[src/rtl/bram_shr_sequencer.sv]
// Serialises BRAM test vectors into the ROI shift-register harness
// and deserialises the ROI output captured at each strobe.
module bram_shr_sequencer #(
  parameter int DIN_N  = 160,
  parameter int DOUT_N = 160
) (
  input  logic              clk,
  input  logic              rst_n,
  input  logic              vec_valid,
  output logic              vec_ready,
  input  logic [DIN_N-1:0]  vec_data,
  output logic              res_valid,
  output logic [DOUT_N-1:0] res_data,
  output logic              res_first,
  output logic              di,
  output logic              stb,
  input  logic              do_in,
  output logic              busy
);

  localparam int BW   = $clog2(DIN_N);
  localparam int CW   = $clog2(DOUT_N + 1);
  localparam int CAPW = (DOUT_N > 1) ? DOUT_N - 1 : 1;

  localparam logic [BW-1:0] BIT_LAST = BW'(DIN_N - 1);
  localparam logic [CW-1:0] CAP_LAST = CW'(DOUT_N - 1);

  localparam logic [1:0] IDLE   = 2'd0;
  localparam logic [1:0] SHIFT  = 2'd1;
  localparam logic [1:0] STROBE = 2'd2;
  localparam logic [1:0] DRAIN  = 2'd3;

  logic [1:0]        state_q, state_d;
  logic [DIN_N-1:0]  sreg_q, sreg_d;
  logic [BW-1:0]     bitcnt_q, bitcnt_d;
  logic              di_q, di_d;
  logic              stb_q, stb_d;

  logic              cpend_q, cpend_d;
  logic [CW-1:0]     capcnt_q, capcnt_d;
  logic [CAPW-1:0]   cap_q, cap_d;
  logic [DOUT_N-1:0] cap_nxt;
  logic [DOUT_N-1:0] rdata_q, rdata_d;
  logic              rvalid_q, rvalid_d;
  logic              rfirst_q, rfirst_d;
  logic              first_q, first_d;

  logic              xfer;
  logic              arm;
  logic              cap_done;

  assign vec_ready = (state_q != SHIFT);
  assign busy      = (state_q != IDLE);
  assign xfer      = vec_valid && vec_ready;
  assign cap_done  = cpend_q && (capcnt_q == CAP_LAST);

  assign di        = di_q;
  assign stb       = stb_q;
  assign res_valid = rvalid_q;
  assign res_data  = rdata_q;
  assign res_first = rfirst_q;

  // Bits already captured, with the current do_in appended as LSB.
  if (DOUT_N > 1) begin : g_wide
    assign cap_nxt = {cap_q, do_in};
  end else begin : g_one
    assign cap_nxt = do_in;
  end

  always_comb begin
    state_d  = state_q;
    sreg_d   = sreg_q;
    bitcnt_d = bitcnt_q;
    di_d     = 1'b0;
    stb_d    = 1'b0;
    arm      = 1'b0;
    unique case (state_q)
      IDLE: begin
      end
      SHIFT: begin
        if (bitcnt_q == BIT_LAST) begin
          state_d = STROBE;
          stb_d   = 1'b1;
        end else begin
          di_d     = sreg_q[DIN_N-1];
          sreg_d   = sreg_q << 1;
          bitcnt_d = bitcnt_q + BW'(1);
        end
      end
      STROBE: begin
        arm     = 1'b1;
        state_d = DRAIN;
      end
      DRAIN: begin
        if (cap_done) state_d = IDLE;
      end
      default: state_d = IDLE;
    endcase
    // A new vector can only arrive outside SHIFT and always wins.
    if (xfer) begin
      state_d  = SHIFT;
      bitcnt_d = '0;
      di_d     = vec_data[DIN_N-1];
      sreg_d   = vec_data << 1;
    end
  end

  always_comb begin
    cpend_d  = cpend_q;
    capcnt_d = capcnt_q;
    cap_d    = cap_q;
    rdata_d  = rdata_q;
    first_d  = first_q;
    rvalid_d = cap_done;
    rfirst_d = cap_done && first_q;
    if (arm) begin
      cpend_d  = 1'b1;
      capcnt_d = '0;
    end else if (cpend_q) begin
      cap_d    = cap_nxt[CAPW-1:0];
      capcnt_d = capcnt_q + CW'(1);
      if (cap_done) begin
        cpend_d = 1'b0;
        rdata_d = cap_nxt;
        first_d = 1'b0;
      end
    end
  end

  always_ff @(posedge clk or negedge rst_n) begin
    if (!rst_n) begin
      state_q  <= IDLE;
      sreg_q   <= '0;
      bitcnt_q <= '0;
      di_q     <= 1'b0;
      stb_q    <= 1'b0;
      cpend_q  <= 1'b0;
      capcnt_q <= '0;
      cap_q    <= '0;
      rdata_q  <= '0;
      rvalid_q <= 1'b0;
      rfirst_q <= 1'b0;
      first_q  <= 1'b1;
    end else begin
      state_q  <= state_d;
      sreg_q   <= sreg_d;
      bitcnt_q <= bitcnt_d;
      di_q     <= di_d;
      stb_q    <= stb_d;
      cpend_q  <= cpend_d;
      capcnt_q <= capcnt_d;
      cap_q    <= cap_d;
      rdata_q  <= rdata_d;
      rvalid_q <= rvalid_d;
      rfirst_q <= rfirst_d;
      first_q  <= first_d;
    end
  end

endmodule

[config.mk]
export PLATFORM = sky130hd
export DESIGN_NAME = bram_shr_sequencer
export DESIGN_NICKNAME = d
export VERILOG_FILES = /design/src/rtl/bram_shr_sequencer.sv
export SDC_FILE = /design/constraint.sdc
export NUM_CORES = 1
export LEC_CHECK = 0
export ABC_AREA = 1
export CORE_MARGIN = 2
export CORE_UTILIZATION = 30
export DETAILED_ROUTE_END_ITERATION = 8
export SLEW_MARGIN = 20
export SYNTH_ARGS = -nofsm -noshare
export SYNTH_HDL_FRONTEND = slang
export SYNTH_SLANG_ARGS = --single-unit
[constraint.sdc]
create_clock -name clk -period 2.1 [get_ports clk]
set_input_delay 0.525 -clock clk [delete_from_list [all_inputs] [get_ports clk]]
set_output_delay 0.525 -clock clk [all_outputs]
set_load 0.1 [all_outputs]
==> results of run 1 <==
[registers in the layout (all words and copies together) (netlist names)]
register	flops
first_q	1
cap_q	159
res_first	1
capcnt_q	8
sreg_q	159
stb	1
res_data	160
state_q	2
cpend_q	1
res_valid	1
di	1
bitcnt_q	8
[cells in the final DEF (no fill, tap or decap), types with 2 or more instances in the layout]
master           netlist  layout
nand2_1             1172    1171
inv_4                  0       3
buf_12                 0      35
clkbuf_1              66       8
nand4_1                2       2
nand3_2                0       2
o21ai_0               35      35
a21oi_1                6       6
inv_2                 10       6
bufinv_16              0       7
nor2_1                18      18
clkbuf_16              0      60
clkinv_2               0      11
nor2_4                 2       4
nor3_1                 7       7
o21ai_1               45      45
clkdlybuf4s50_1        0     162
dfrtp_1              501     501
buf_16                 0       3
ha_1                   2       2
inv_1                 50      50
buf_4                  1     196
clkinvlp_4             0       2
nand3_1              327     325
clkbuf_8               0      13
[cells by family (layout without fill, tap and decap cells)]
family | Yosys count | count (layout) | share of synthesized area
simple gates | 1531 | 1531 | 0.308
flops | 502 | 502 | 0.626
buf+inv | 198 | 562 | 0.0412
compound gates | 90 | 90 | 0.0229
fa+ha+maj | 2 | 2 | 0.00125
xor+xnor | 1 | 1 | 0.000436
[worst paths after layout]
check,end,slack (ns),cells after the start
max,busy,0.09,3
min,cap_q[18],0.45,2
max reg2reg,res_data[115],0.17,10
min reg2reg,first_q,0.46,2
max in group asynchronous,res_data[106],0.88,3
min in group clk,first_q,0.46,2
[routing by layer]
layer / GRT usage / up-vias / part of all wire
met4: 0.0440 / 0 / 0.022
met2: 0.250 / 491 / 0.47
met5: 0 / - / 0
li1: - / 7954 / -
met3: 0.0326 / 84 / 0.060
met1: 0.213 / 8082 / 0.45
[layout make-up]
class | instances | area [um2]
clock buffers | 78 | 1640
fillers | 6524 | 39500
multi-input cells | 1624 | 6710
repair buffers | 402 | 3990
well taps | 864 | 1080
inverters | 61 | 244
flip-flops and latches | 502 | 12600
clock inverters | 21 | 289
[through the flow]
stage          hold WS, ns  utilization  std cells  total power, mW  setup slack [ns]
6_report             0.445        0.402       3552             31.5            0.0868
5_1_grt              0.425        0.402       3552             33.5           0.00243
4_1_cts              0.416        0.399       3542             31.7            0.0193
3_5_place_dp         0.451        0.370       3442             21.2           0.00138
3_3_place_gp         0.447        0.370       3442             20.9            0.0637
2_1_floorplan        0.229            -       2324             18.3             0.401
[critical path: stages, from the launching register on]
cell and delay, ns:
dfrtp_1 0.42, inv_2 0.07, nand2_1 0.19, buf_12 0.21
[power by group]
part           switching, mW  internal, mW  leakage, nW
Clock                   3.99          6.24        0.952
Sequential              1.25          11.8         6.65
Combinational           5.15          3.07         5.91
Total                   10.4          21.1         13.5
[timing repair]
item | in CTS | in global routing
gates cloned | 0 | 3
setup endpoints to repair | 6 | 257
setup buffers | 0 | 7
hold buffers | 1 | 0
gates resized for setup | 2 | 6
endpoints found under the hold margin | 16 | 0
pin swaps | 0 | 2
==> results.yml, run 1 <==
floorplanning:
  die_y_um: 263
  dieArea_mm2: 0.0690
  die_width_um: 263
  io_pins: 330
  fp-row-count: 94
  start_util: 0.304
  core-area_mm2: 0.0660
synth:
  synth_area_mm2: 0.0201
  async_flop_share: 1.00
  ys_types: 26
  syn_nets: 2490
  yosysMostFrequentCell: "nand2_1"
  netlist_instances: 2324
  yosysWarningCount: 0
  synth_seq_area_share: 0.626
  synth_edf_count: 0
  avgSynthCellArea_um2: 8.64
  ys_seq_elements: 502
  yosysTopAreaCell: "dfrtp_1"
  synth_area_leaders: "dfrtp_1 62%, nand2_1 22%, nand3_1 8.2%"
  yosys-top-cells-count: "1172 x nand2_1, 501 x dfrtp_1, 327 x nand3_1, 66 x clkbuf_1, 58 x buf_2"
  synthFlopType: "dfrtp_1"
  synth_top_area_share: 0.624
clock_tree:
  clk_latency_ns: 0.60
  path_clk_slew_ns: 0.06
  cts_tree: "done"
  cts_buffer_depth: 3
  cts.htree.levels: 2
  cts_made_buffers: 55
  cts.root.buffer_cell: "clkbuf_16"
  cts_sinks: 502
drt:
  firstDrtPassIters: 8
  vias_per_cell: 4.68
  drc_errors: 0
  drt-total-wl_um: 55100
  num_vias: 16600
  initialDrtViolationCount: 1467
  wire_per_inst_um: 15.5
  drtAntennaViolNets: 0
place:
  gp_congestion: 0.812
  port_buffers: 329
  dp_hpwl_um: 35400
  place_area_mm2: 0.0244
setup_path:
  arrival_ns: 1.49
  cp.required_ns: 1.57
  crit_type: "reg2out"
  timing.rr.start: "capcnt_q[0]"
  worst-path-max-fanout: 3
  critPathLaunchType: "register"
  critPathLaunch: "state_q[1]"
  critPathCaptureType: "output pin"
sta:
  period_share: 0.959
  finalSetupViolCount: 0
  fin_setup_tns_ns: 0
  finalCriticalPeriod_ns: 2.01
  fin_worst_skew_ns: 0.00761
  fmax_mhz: 497
  hold_viol: 0
  drv_slew: 0
  worst_pin_slew_ns: 0.638
  rsz0062_at_grt: "false"
  maxSlewHeadroom: 0.575
global_route:
  grt_pass1_vias: 16600
  grt_pass1_wl_um: 88600
  grt_antenna_before_repair: 0
  grt_max_degree: 127
  grt_usage: 0.156
  overflow: 0
run:
  cap_violations: 0
final_layout:
  final_area_mm2: 0.0265
  area_growth_pct: 32.1
  drive_gt1_frac: 0.130
  nets: 2812
  diodes: 0
power_and_ir_drop:
  power.density_mw_per_mm2: 1190
  vdd_ir_drop_max_mv: 0.672
  power_leakage_nw: 13.5
hold_path:
  min_path_type: "in2async"
outcome:
  status: "completed"
Power figures use the tool's default switching activity.
==> run 2: changes to the inputs <==
- CTS_CLUSTER_DIAMETER: default -> 50
==> results.yml, run 2 (synthesis results as in run 1) <==
outcome:
  status: "completed"
drt:
  num_vias: 16800
  drt-total-wl_um: 55200
  initialDrtViolationCount: 1447
  drtAntennaViolNets: 0
  firstDrtPassIters: 5
  drc_errors: 0
  vias_per_cell: 4.69
  wire_per_inst_um: 15.4
clock_tree:
  cts_made_buffers: 68
  clk_latency_ns: 0.60
  cts_buffer_depth: 3
  cts.htree.levels: 3
  cts_sinks: 502
  cts_tree: "done"
  cts.root.buffer_cell: "clkbuf_16"
  path_clk_slew_ns: 0.06
sta:
  worst_pin_slew_ns: 0.626
  fmax_mhz: 496
  fin_worst_skew_ns: 0.0174
  holdWs_ns: 0.447
  period_share: 0.961
  fin_setup_tns_ns: 0
  setup_slack_ns: 0.0825
  rsz0062_at_grt: "false"
  hold_viol: 0
  finalSetupViolCount: 0
  finalCriticalPeriod_ns: 2.02
  drv_slew: 0
  maxSlewHeadroom: 0.583
setup_path:
  cp.required_ns: 1.57
  critPathCaptureType: "output pin"
  worst-path-max-fanout: 3
  arrival_ns: 1.49
  crit_type: "reg2out"
  critPathLaunchType: "register"
global_route:
  overflow: 0
  grt_pass1_wl_um: 89000
  grt_pass1_vias: 16800
  grt_max_degree: 127
  grt_usage: 0.157
  grt_antenna_before_repair: 0
place:
  numPlacedInstances: 3442
  port_buffers: 329
  dp_hpwl_um: 35400
  place_area_mm2: 0.0244
  dp_slack_ns: 0.00138
  gp_congestion: 0.812
final_layout:
  multi_input_area_mm2: 0.00672
  seqCellArea_mm2: 0.0126
  final_area_mm2: 0.0269
  postLayoutCoreUtil: 0.408
  largest_reg_flops: 160
  drive_gt1_frac: 0.139
  fillers: 6495
  final_cell_mix: "1171 x nand2_1, 501 x dfrtp_1, 325 x nand3_1"
  diodes: 0
  instances_no_fill: 3576
  final_common_cell: "nand2_1"
  area_growth_pct: 34.1
  nets: 2823
floorplanning:
  die_width_um: 263
  io_pins: 330
  fp-row-count: 94
  start_util: 0.304
  dieArea_mm2: 0.0690
  core-area_mm2: 0.0660
  die_y_um: 263
power_and_ir_drop:
  power.density_mw_per_mm2: 1230
  power_leakage_nw: 13.7
  power_mw: 33.1
  vdd_ir_drop_max_mv: 0.592
hold_path:
  min_path_type: "in2async"
run:
  cap_violations: 0
-- run 2: changes by cell type in the layout (fill, tap and decap cells not counted), sizes merged --
cell      previous run  this run
inv                 60        69
clkbuf              81        88
clkinv              13        20
buf                236       234
clkinvlp             2         4
nand2             1172      1173
-- run 2: power by group --
group	internal, mW	switching, mW
clock	7.43	4.57
combinational	2.98	5.11
sequential	11.8	1.25
-- run 2: layer usage --
metal	vias to the layer above	share of wire	track usage
li1	7994	-	-
met1	8164	0.45	0.213
met2	513	0.46	0.250
met3	94	0.063	0.0327
met4	0	0.025	0.0561
met5	-	0	0
-- run 2: area by class of cell --
type,count,area share
clock inverter,39,0.0169
multi-input combinational,1625,0.250
inverter,61,0.00906
tap,864,0.0402
sequential,502,0.467
timing repair buffer,399,0.146
clock buffer,86,0.0714
-- run 2: repair_timing --
action,in CTS,in global routing
gates cloned,0,3
buffers inserted,0,5
setup endpoints to repair,7,246
hold buffers,1,0
pin swaps,0,2
resized for setup,2,5
hold endpoints to repair,16,0
-- run 2: worst paths after layout --
check	from	endpoint	slack [ns]	depth (start not counted)
max	state_q[1]	busy	0.08	3
min	rst_n	cap_q[20]	0.45	2
max reg2reg	capcnt_q[0]	res_data[119]	0.18	10
min reg2reg	first_q	first_q	0.46	2
max in group asynchronous	rst_n	res_data[80]	0.87	3
min in group clk	first_q	first_q	0.46	2
-- run 2: worst max-delay path, cell delays in order (launching register included) --
cell     delay [ns]
dfrtp_1        0.41
inv_2          0.07
nand2_1        0.20
buf_12         0.21
